## config.mk

```make
export PLATFORM = sky130hd
export DESIGN_NAME = axil_mem_master
export DESIGN_NICKNAME = d
export VERILOG_FILES = /design/src/rtl/axil_pkg.sv /design/src/rtl/axil_watchdog.sv /design/src/rtl/axil_mem_master.sv
export SDC_FILE = /design/constraint.sdc
export NUM_CORES = 1
export LEC_CHECK = 0
export ABC_CLOCK_PERIOD_IN_PS = 3100
export BUFFER_PORTS_ARGS = -buffer_cell sky130_fd_sc_hd__clkbuf_2
export CORE_MARGIN = 2
export CORE_UTILIZATION = 50
export DETAILED_ROUTE_END_ITERATION = 12
export PLACE_DENSITY = 0.82
export SLEW_MARGIN = 20
export SYNTH_ARGS = -nofsm -noshare
export SYNTH_HDL_FRONTEND = slang
export SYNTH_SLANG_ARGS = --single-unit
```

## constraint.sdc

```tcl
create_clock -name clk -period 3.1 [get_ports clk]
set_clock_uncertainty 0.1 [all_clocks]
set_input_delay 0.465 -clock clk [delete_from_list [all_inputs] [get_ports clk]]
set_output_delay 0.465 -clock clk [all_outputs]
set_load 0.01 [all_outputs]
```

## src/rtl/axil_pkg.sv

```systemverilog
// Shared types and constants for the AXI4-lite memory initiator and its watchdog.
package axil_pkg;

    typedef enum logic [2:0] {
        ST_IDLE    = 3'd0,
        ST_RD_ADDR = 3'd1,
        ST_RD_DATA = 3'd2,
        ST_WR_REQ  = 3'd3,
        ST_WR_RESP = 3'd4,
        ST_DONE    = 3'd5
    } axil_state_e;

    localparam logic [2:0] AXI_PROT_DATA = 3'b000;
    localparam logic [2:0] AXI_PROT_INSN = 3'b100;
    localparam logic [3:0] STRB_READ     = 4'b0000;

    // States in which the initiator is waiting on the slave.
    function automatic logic is_waiting(input axil_state_e state);
        return (state != ST_IDLE) && (state != ST_DONE);
    endfunction

endpackage

```

## src/rtl/axil_watchdog.sv

```systemverilog
// Saturating cycle counter with a sticky expiry flag; a limit of zero disables the flag.
module axil_watchdog #(
    parameter int unsigned CNT_W = 32
) (
    input  logic             clk,
    input  logic             rst_n,
    input  logic             i_clear,
    input  logic             i_enable,
    input  logic [CNT_W-1:0] i_limit,
    output logic             o_expired
);

    localparam logic [CNT_W-1:0] CNT_MAX = '1;

    logic [CNT_W-1:0] r_count;
    logic             r_expired;
    logic             w_armed;
    logic [CNT_W-1:0] w_ceiling;
    logic [CNT_W-1:0] w_count_inc;

    assign w_armed     = (i_limit != '0);
    assign w_ceiling   = w_armed ? i_limit : CNT_MAX;
    assign w_count_inc = r_count + 1'b1;

    always_ff @(posedge clk or negedge rst_n) begin
        if (!rst_n) begin
            r_count   <= '0;
            r_expired <= 1'b0;
        end else if (i_clear) begin
            // The flag is sticky: only reset clears it, never a new transaction.
            r_count <= '0;
        end else if (i_enable && (r_count != w_ceiling)) begin
            r_count <= w_count_inc;
            if (w_armed && (w_count_inc == i_limit)) begin
                r_expired <= 1'b1;
            end
        end
    end

    assign o_expired = r_expired;

endmodule

```

## src/rtl/axil_mem_master.sv

```systemverilog
// Native valid/ready memory request to AXI4-lite initiator, one transaction in flight,
// with a watchdog that flags a slave that stalls too long.
module axil_mem_master #(
    parameter int unsigned TIMEOUT_CYCLES = 1024,
    parameter int unsigned ADDR_W         = 32
) (
    input  logic              clk,
    input  logic              resetn,
    input  logic              mem_valid,
    input  logic              mem_instr,
    output logic              mem_ready,
    input  logic [ADDR_W-1:0] mem_addr,
    input  logic [31:0]       mem_wdata,
    input  logic [3:0]        mem_wstrb,
    output logic [31:0]       mem_rdata,
    output logic              mem_axi_awvalid,
    input  logic              mem_axi_awready,
    output logic [ADDR_W-1:0] mem_axi_awaddr,
    output logic [2:0]        mem_axi_awprot,
    output logic              mem_axi_wvalid,
    input  logic              mem_axi_wready,
    output logic [31:0]       mem_axi_wdata,
    output logic [3:0]        mem_axi_wstrb,
    input  logic              mem_axi_bvalid,
    output logic              mem_axi_bready,
    output logic              mem_axi_arvalid,
    input  logic              mem_axi_arready,
    output logic [ADDR_W-1:0] mem_axi_araddr,
    output logic [2:0]        mem_axi_arprot,
    input  logic              mem_axi_rvalid,
    output logic              mem_axi_rready,
    input  logic [31:0]       mem_axi_rdata,
    output logic              err_timeout
);

    import axil_pkg::*;

    localparam logic [31:0] WD_LIMIT = 32'(TIMEOUT_CYCLES);

    axil_state_e       r_state;
    logic              r_mem_ready;
    logic [31:0]       r_mem_rdata;
    logic              r_awvalid;
    logic [ADDR_W-1:0] r_awaddr;
    logic              r_wvalid;
    logic [31:0]       r_wdata;
    logic [3:0]        r_wstrb;
    logic              r_aw_done;
    logic              r_w_done;
    logic              r_bready;
    logic              r_arvalid;
    logic [ADDR_W-1:0] r_araddr;
    logic [2:0]        r_arprot;
    logic              r_rready;

    logic w_aw_hs;
    logic w_w_hs;
    logic w_aw_done;
    logic w_w_done;
    logic w_wd_clear;
    logic w_wd_enable;
    logic w_wd_expired;

    // AW and W complete independently; a channel is done once its handshake has been seen.
    assign w_aw_hs   = r_awvalid & mem_axi_awready;
    assign w_w_hs    = r_wvalid & mem_axi_wready;
    assign w_aw_done = r_aw_done | w_aw_hs;
    assign w_w_done  = r_w_done | w_w_hs;

    always_ff @(posedge clk or negedge resetn) begin
        if (!resetn) begin
            r_state     <= ST_IDLE;
            r_mem_ready <= 1'b0;
            r_mem_rdata <= '0;
            r_awvalid   <= 1'b0;
            r_awaddr    <= '0;
            r_wvalid    <= 1'b0;
            r_wdata     <= '0;
            r_wstrb     <= '0;
            r_aw_done   <= 1'b0;
            r_w_done    <= 1'b0;
            r_bready    <= 1'b0;
            r_arvalid   <= 1'b0;
            r_araddr    <= '0;
            r_arprot    <= AXI_PROT_DATA;
            r_rready    <= 1'b0;
        end else begin
            // NOTE: non-blocking assignments everywhere in this block, so every branch
            // reads the pre-edge register values regardless of statement order.
            r_mem_ready <= 1'b0;
            case (r_state)
                ST_IDLE: begin
                    if (mem_valid) begin
                        if (mem_wstrb == STRB_READ) begin
                            r_araddr  <= mem_addr;
                            r_arprot  <= mem_instr ? AXI_PROT_INSN : AXI_PROT_DATA;
                            r_arvalid <= 1'b1;
                            r_state   <= ST_RD_ADDR;
                        end else begin
                            r_awaddr  <= mem_addr;
                            r_wdata   <= mem_wdata;
                            r_wstrb   <= mem_wstrb;
                            r_awvalid <= 1'b1;
                            r_wvalid  <= 1'b1;
                            r_aw_done <= 1'b0;
                            r_w_done  <= 1'b0;
                            r_state   <= ST_WR_REQ;
                        end
                    end
                end
                ST_RD_ADDR: begin
                    if (r_arvalid && mem_axi_arready) begin
                        r_arvalid <= 1'b0;
                        r_rready  <= 1'b1;
                        r_state   <= ST_RD_DATA;
                    end
                end
                ST_RD_DATA: begin
                    if (mem_axi_rvalid && r_rready) begin
                        r_mem_rdata <= mem_axi_rdata;
                        r_rready    <= 1'b0;
                        r_mem_ready <= 1'b1;
                        r_state     <= ST_DONE;
                    end
                end
                ST_WR_REQ: begin
                    if (w_aw_hs) begin
                        r_awvalid <= 1'b0;
                    end
                    if (w_w_hs) begin
                        r_wvalid <= 1'b0;
                    end
                    r_aw_done <= w_aw_done;
                    r_w_done  <= w_w_done;
                    if (w_aw_done && w_w_done) begin
                        r_bready <= 1'b1;
                        r_state  <= ST_WR_RESP;
                    end
                end
                ST_WR_RESP: begin
                    if (mem_axi_bvalid && r_bready) begin
                        r_bready    <= 1'b0;
                        r_mem_ready <= 1'b1;
                        r_state     <= ST_DONE;
                    end
                end
                ST_DONE: begin
                    // mem_valid is ignored here: the core still holds it during the ready pulse.
                    r_state <= ST_IDLE;
                end
                default: begin
                    r_state <= ST_IDLE;
                end
            endcase
        end
    end

    assign w_wd_clear  = (r_state == ST_IDLE);
    assign w_wd_enable = is_waiting(r_state);

    axil_watchdog #(
        .CNT_W(32)
    ) u_watchdog (
        .clk      (clk),
        .rst_n    (resetn),
        .i_clear  (w_wd_clear),
        .i_enable (w_wd_enable),
        .i_limit  (WD_LIMIT),
        .o_expired(w_wd_expired)
    );

    assign mem_ready       = r_mem_ready;
    assign mem_rdata       = r_mem_rdata;
    assign mem_axi_awvalid = r_awvalid;
    assign mem_axi_awaddr  = r_awaddr;
    assign mem_axi_awprot  = AXI_PROT_DATA;
    assign mem_axi_wvalid  = r_wvalid;
    assign mem_axi_wdata   = r_wdata;
    assign mem_axi_wstrb   = r_wstrb;
    assign mem_axi_bready  = r_bready;
    assign mem_axi_arvalid = r_arvalid;
    assign mem_axi_araddr  = r_araddr;
    assign mem_axi_arprot  = r_arprot;
    assign mem_axi_rready  = r_rready;
    assign err_timeout     = w_wd_expired;

endmodule

```

# == Word-level counts from Yosys, hierarchy flattened ==
# Index checks and enable logic that the tools add are counted.
# classes
add_sub_neg,1
eq_ne,16
mux,33
bitwise_logic,6
reduce_logical,25
# op_table
op,count
32-bit two-way mux,2
"32-bit by 1-bit adder with 32-bit output, second input constant",1
"32-bit by 11-bit == test with 1-bit output, second input constant",1
"32-bit by 11-bit inequality test with 1-bit output, second input constant",1
3-bit two-way mux,6
"2-bit inequality test, second input constant",9
3-bit AND reduction,6
1-bit one-hot mux with 2 select lines,8
1-bit two-way mux,15
3-bit one-hot mux with 5 select lines,1
4-bit AND reduction,3
2-bit nonzero test,5
"3-bit by 2-bit == test with 1-bit output, second input constant",2
1-bit logical AND,6
5-bit AND reduction,1
4-bit logical NOT,1
"3-bit by 1-bit == test with 1-bit output, second input constant",1
"3-bit == test, second input constant",1
3-bit logical NOT,1
"3-bit inequality test, second input constant",1
3-bit nonzero test,1
1-bit bitwise AND,2
2-bit two-way mux,1
1-bit NOT,2
other kinds (2),3
# totals
reg_bits,179
input_bits,109
output_inout_bits,145
wordCells,98

# == Depth between registers and ports, before layout ==
# Gate-level depths: netlist of run 1.
# logic_depth
ltp_word,5
ltp_mapped,11
depth_no_buf,9

# == Hierarchy ==
# A second synthesis of run 1 with hierarchy kept.
# hier_totals
hier_cells,863
hier_area_um2,9605.5
# by_module_without_submodules
mod,instances,cells_per_inst,area_each_um2,seq_area_each_um2
axil_mem_master,1,357,5738.0,3603.5
axil_watchdog,1,506,3867.5,825.8

# == Least setup slack after synthesis of run 1 ==
# No wires, ideal clock.
# synth_timing
kind,register to register
startpoint,reg u_watchdog.r_count[24]
endpoint,"reg u_watchdog.r_expired, in the netlist u_watchdog.o_expired"
setup_ns,0.104
arrival_ns,2.442
required_ns,2.896
setup_slack_ns,0.454
stages_incl_launch_ff,10
path_buffers,2
synth_period_minus_slack_ns,2.646
path_cell_list,dfrtp_1 clkbuf_1 and4_1 clkbuf_1 nand4_1 nor4_1 xnor2_1 nand2_1 or4_1 o41ai_2
# synth_between
elab_chain_len,3
word_cells_on_any_way,5
classes_between,add/sub: 1; eq/ne: 2; reduce/logical: 2
# synth_rtl
item,line,source
from (decl),axil_watchdog.sv:15,logic [CNT_W-1:0] r_count;
from (signal assigned),axil_watchdog.sv:33,r_count <= w_count_inc;
32-bit by 1-bit adder with 32-bit output / 32-bit by 11-bit inequality test with 1-bit output (equally long branches),"axil_watchdog.sv:23, axil_watchdog.sv:32",
32-bit by 11-bit == test with 1-bit output / 1-bit logical AND (equally long branches),"axil_watchdog.sv:34, axil_watchdog.sv:32",
3-bit AND reduction (no source line) (*),--,
to (signal assigned),axil_watchdog.sv:28,r_expired <= 1'b0;
to (signal assigned),axil_watchdog.sv:35,r_expired <= 1'b1;
to (decl),axil_watchdog.sv:16,logic r_expired;
# Every way passes the cells marked *; elsewhere a longest branch is shown, timed or not.
# A chain may end at the register's enable or synchronous reset.

# == Worst setup path after layout of run 1 ==
# layout_timing
startpoint,reg u_watchdog.r_count[6]
endpoint,"reg u_watchdog.r_expired, in the netlist u_watchdog.o_expired"
# The elaborated chain is that of the path after synthesis.

==> results.ini, run 1 <==
[run_status]
outcome=completed

[final_layout]
utilization=0.6481
area_delta_synth_final_pct=26.48
antenna_cells=0
layout.cells.most_common_list=247 x clkbuf_2, 217 x nand2_1, 177 x dfrtp_1
post_route_cells_drive_above_1_share=0.3713
net_count_final=1124
layout.cells.most_common=clkbuf_2

[global_routing]
first_global_vias=6347
number_of_antenna_violations_at_the_first_check_in_global_routing=0
grt_max_degree=71
grt-ovfl-total=0
wire_length_of_the_first_global_routing_pass_um=31590
grt_use_total=0.2413

[setup_path]
timing.critical_path.arrival_ns=3.05
critPathKind=flip-flop to flip-flop
endpoint_kind=flip-flop
crit_fanout=9
setup.reg_to_reg.worst_slack_ns=0.27
cp-start-kind=flip-flop
timing.critical_path.required_ns=3.32

[clocking]
cts_inserted_buffers=17
cts_tree=built
clock_sink_count=177
clk_latency_ns=0.43
clock_tree_buffer_depth=2
cts_max_level=4
clock_tree_root_buffer_cell=clkbuf_16
postCtsSetupBuffers=0
clk_pin_slew_ns=0.07

[route]
drt_first_iter_violations=440
drt_pre_antenna_iters=7
drt_wl_total_um=19440
vias=6393
antenna_left=0
routed_via_density=5.168
wl_per_cell_um=15.71
route.detailed.drc=0

[synth]
synth_async_sr_flop_share=1.000
synth_edf_count=0
ys_ff_latch=177
synth_largest_type_area_fraction=0.5665
yosys-top-cells-area=dfrtp_1 57%, nand2_1 10%, mux2_2 10%
synth_area_per_cell_sq_um=10.08
synth.cell_area_sq_um=7819
synth.lib_cells_used.distinct=48
yosys_warnings=0
synth_seq_area_share=0.5665
yosys_most_used_dff=dfrtp_1
largest_area_contributor_in_the_netlist=dfrtp_1
postSynthCellCount=776

[pwr]
total_power_mw=8.364
worst_vdd_ir_uv=530.1
p_per_area_nw_per_um2=845.8
p_leak_nw=5.327

[placed_design]
preCtsSetupSlack_ns=0.3282
hpwlAfterDp_um=14170
portBuffers=248
gpl.final_weighted_congestion=0.9520

[die]
chipWidth_um=129.1
pin_count=254
core_area_sq_um=15260
num_rows=45
die_area_sq_um=16650
die_h_um=129.1
initial_core_util=0.5124

[timing]
maxSlewHeadroom=0.3911
max_clock_freq_mhz=353.6
worst-slew-pin-transition_ns=0.9123
tns_ns=0
hold_viol=0
layout_setup_ws_ns=0.2721
post-route-period-util=0.9122
finalMaxSlewViolations=0
setup_repair_after_global_routing_missed_its_margin=false
setup-violations-final=0
min_period_ns=2.828

[run]
max-cap-violations=0

[worst_hold_path]
hp-class=input port to flip-flop

[critical path, cell delays in order (launching register included)]
cell,delay [ns]
dfrtp_1,0.47
and4_1,0.37
nand3_2,0.18
or2_1,0.32
nor3_1,0.33
xor2_1,0.10
or4_1,0.50
o41ai_2,0.35
[power by group]
group / total, mW / switching, mW / leakage, nW / internal (mW)
Clock: 2.07 / 0.982 / 0.275 / 1.09
Combinational: 2.74 / 1.59 / 2.72 / 1.15
Sequential: 3.55 / 0.473 / 2.33 / 3.08
[metal layers]
| metal | share of wire | global-route usage |
|---|---|---|
| met1 | 0.41 | 0.3059 |
| met3 | 0.081 | 0.08464 |
| met2 | 0.49 | 0.3925 |
| met4 | 0.014 | 0.07609 |
| met5 | 0 | 0 |
[layout make-up]
type	count	area [sq um]
clock buffer	18	439.2
multi-input combinational	541	3141
fill	1274	5369
tap	211	264.0
clock inverter	14	143.9
sequential	177	4429
timing repair buffer	266	1435
inverter	10	37.54
[sequential cells by signal, indices dropped and copies added, names as in the netlist, 3 cells and up]
signal              count
mem_axi_araddr         32
mem_axi_awaddr         32
mem_axi_wdata          32
mem_axi_wstrb           4
mem_rdata              32
r_state                 3
u_watchdog.r_count     32
[cells in the mapped netlist, drive strengths merged, types with 11 or more instances]
cell type,n
dfrtp,177
xnor2,11
a21oi,20
nand2,217
nand3,26
mux2,70
nand4,12
nor3,15
nor2,46
buf,20
o21ai,33
clkbuf,32
[path summary, 6_finish.rpt]
kind                                        from                   end  cells past startpoint
setup / recovery           u_watchdog.r_count[6]  u_watchdog.o_expired                      7
hold reg to reg                 mem_axi_wdata[9]      mem_axi_wdata[9]                      2
hold / removal                      mem_wdata[9]      mem_axi_wdata[9]                      3
setup reg to reg           u_watchdog.r_count[6]  u_watchdog.o_expired                      7
max in group asynchronous                 resetn         mem_rdata[29]                      3
min in group asynchronous                 resetn    mem_axi_araddr[23]                      2
[metrics by stage]
| stage | cells | cell area (sq um) | hold WS (ns) |
|---|---|---|---|
| 2_1_floorplan | 780 | 7834 | 0.06941 |
| 3_3_place_gp | 1204 | 9296 | 0.3516 |
| 3_5_place_dp | 1204 | 9296 | 0.3612 |
| 4_1_cts | 1237 | 9889 | 0.1048 |
| 5_1_grt | 1237 | 9889 | 0.1098 |
| 6_report | 1237 | 9889 | 0.1221 |
[cell families after synthesis]
kind of cell / synth area share
and+or+nand+nor: 0.2061
xor gates and xnor gates: 0.02016
buffers and inverters: 0.03521
adders and majority gates: 0.003200
DFF: 0.5665
AOI/OAI and AO/OA: 0.06753
muxes: 0.1008
other: 0.0004796
[what timing repair did]
action,4_1_cts,5_1_grt
hold buffers,1,0
endpoints found under the hold margin,68,0
gates resized for setup,0,0
Power figures use the tool's default switching activity.
==> inputs of run 2 (changes only) <==
- CELL_PAD_IN_SITES_DETAIL_PLACEMENT: default -> 1
- CELL_PAD_IN_SITES_GLOBAL_PLACEMENT: default -> 1
- CORE_UTILIZATION: 50 -> 38
- PLACE_DENSITY: 0.82 -> default
- PLACE_DENSITY_LB_ADDON: default -> 0.1
==> run 2 against run 1 <==
Effect of this change:
- clock power increased by 9.7%
- combinational power increased by 4%
- flip-flop and latch count unchanged
- sequential power about the same
- highest routed layer unchanged
==> results.ini, run 2 (synthesized netlist as in run 1, its figures left out) <==
[global_routing]
first_global_vias=6911
wire_length_of_the_first_global_routing_pass_um=36770
grt-ovfl-total=0
number_of_antenna_violations_at_the_first_check_in_global_routing=1
grt_use_total=0.2132
grt_max_degree=72

[timing]
max_clock_freq_mhz=350.9
tns_ns=0
min_period_ns=2.850
hold_viol=0
setup_repair_after_global_routing_missed_its_margin=false
finalMaxSlewViolations=0
post-route-period-util=0.9193
worst-slew-pin-transition_ns=0.7372
setup-violations-final=0
maxSlewHeadroom=0.5067
hold-worst-slack_ns=0.1251
layout_setup_ws_ns=0.2502

[final_layout]
antenna_cells=0
net_count_final=1128
sequential_cell_area_in_the_final_layout_sq_um=4429
area_delta_synth_final_pct=28.37
fillers=2328
layout.cells.most_common=clkbuf_2
design_area_sq_um=10040
layout.cells.most_common_list=247 x clkbuf_2, 217 x nand2_1, 177 x dfrtp_1
multi_input_gate_area_in_the_final_layout_sq_um=3141
post_route_cells_drive_above_1_share=0.3738

[clocking]
cts_tree=built
clock_sink_count=177
clock_tree_root_buffer_cell=clkbuf_16
clock_tree_buffer_depth=2
clk_pin_slew_ns=0.07
clk_latency_ns=0.43
post_cts.resized_instances=0
cts_max_level=4
cts_inserted_buffers=17

[run_status]
outcome=completed

[pwr]
p_leak_nw=5.369
internal_cell_power_mw=5.497
p_per_area_nw_per_um2=861.7
clkPwrFrac=0.262
swShare=0.3644
pwr-share-comb=0.328
power.switching_mw=3.152
worst_vdd_ir_uv=430.0
power_frac_seq=0.410

[placed_design]
gpl.final_weighted_congestion=0.8550
hpwlAfterDp_um=16280
portBuffers=248
cell_area_reported_after_detailed_placement_sq_um=9403
preCtsSetupSlack_ns=0.2721

[worst_hold_path]
holdPathStages=3
hp-class=input port to flip-flop
min_delay_endpoint=mem_axi_wdata[16]
critical_hold_path_startpoint=mem_wdata[16]

[route]
vias=6484
wl_per_cell_um=17.28
routed_via_density=4.988
route.detailed.drc=0
antenna_left=0
drt_first_iter_violations=370
drt_pre_antenna_iters=4
drt_wl_total_um=22470

[setup_path]
timing.critical_path.required_ns=3.32
worst-r2r-cell-count=7
critPathKind=flip-flop to flip-flop
crit_fanout=9
critical_path.reg2reg.endpoint=u_watchdog.o_expired
endpoint_kind=flip-flop
timing.rr.start=u_watchdog.r_count[3]
timing.critical_path.arrival_ns=3.07
setup.reg_to_reg.worst_slack_ns=0.25
cp-start-kind=flip-flop

[die]
chipWidth_um=147.4
num_rows=52
die_area_sq_um=21740
die_h_um=147.4
core_area_sq_um=20230
initial_core_util=0.3864
pin_count=254

[run]
max-cap-violations=0

## run 2: how the worst max path moves through the flow
stage	slack (ns)	end	start	cells after the start
finish	0.25	u_watchdog.o_expired	u_watchdog.r_count[3]	7
global route	0.04	u_watchdog.o_expired	u_watchdog.r_count[3]	7
CTS	0.26	u_watchdog.o_expired	u_watchdog.r_count[3]	7
detailed placement	0.27	u_watchdog.o_expired	u_watchdog.r_count[3]	7
global placement	0.38	u_watchdog.o_expired	u_watchdog.r_count[3]	7
floorplan	0.45	u_watchdog.o_expired	u_watchdog.r_count[24]	9
## run 2: repair_timing
action | 4_1_cts | 5_1_grt
hold buffers | 1 | 0
setup buffers | 0 | 0
endpoints found under the hold margin | 68 | 0
endpoints found under the setup margin | 0 | 0
## run 2: layout make-up
cell class | count | area share
sequential | 177 | 0.4413
tap | 270 | 0.03366
clock buffer | 18 | 0.04375
multi-input combinational | 541 | 0.3129
clock inverter | 14 | 0.01845
timing repair buffer | 270 | 0.1462
inverter | 10 | 0.003740
## run 2: power by group through the flow
stage	clock network [mW]	registers, mW	logic (mW)
floorplan	0	3.85	1.21
global placement	0	3.55	2.82
detailed placement	0	3.58	2.89
CTS	2.32	3.55	2.90
global route	2.41	3.66	3.20
finish	2.27	3.55	2.84
## run 2: routing by layer
layer	up-vias	share of wire	track usage	routed length, um
met4	0	0.015	0.05673	348
met1	3192	0.43	0.2679	9599
met5	-	0	0	0
li1	3091	-	-	-
met3	19	0.085	0.08025	1903
met2	182	0.47	0.3484	10620
## run 2: critical path, cell delays in order (launching register included)
cell     delay (ns)
dfrtp_1        0.42
and3_1         0.38
nand3_2        0.28
nor4_1         0.40
xnor2_1        0.19
nand2_1        0.07
or4_1          0.56
o41ai_2        0.33
## run 2: metrics by stage
stage	total power [mW]	util	instances
floorplan	5.061	-	780
finish	8.649	0.4960	1300
CTS	8.777	0.4960	1300
global route	9.266	0.4960	1300
detailed placement	6.464	0.4647	1267
global placement	6.375	0.4647	1267
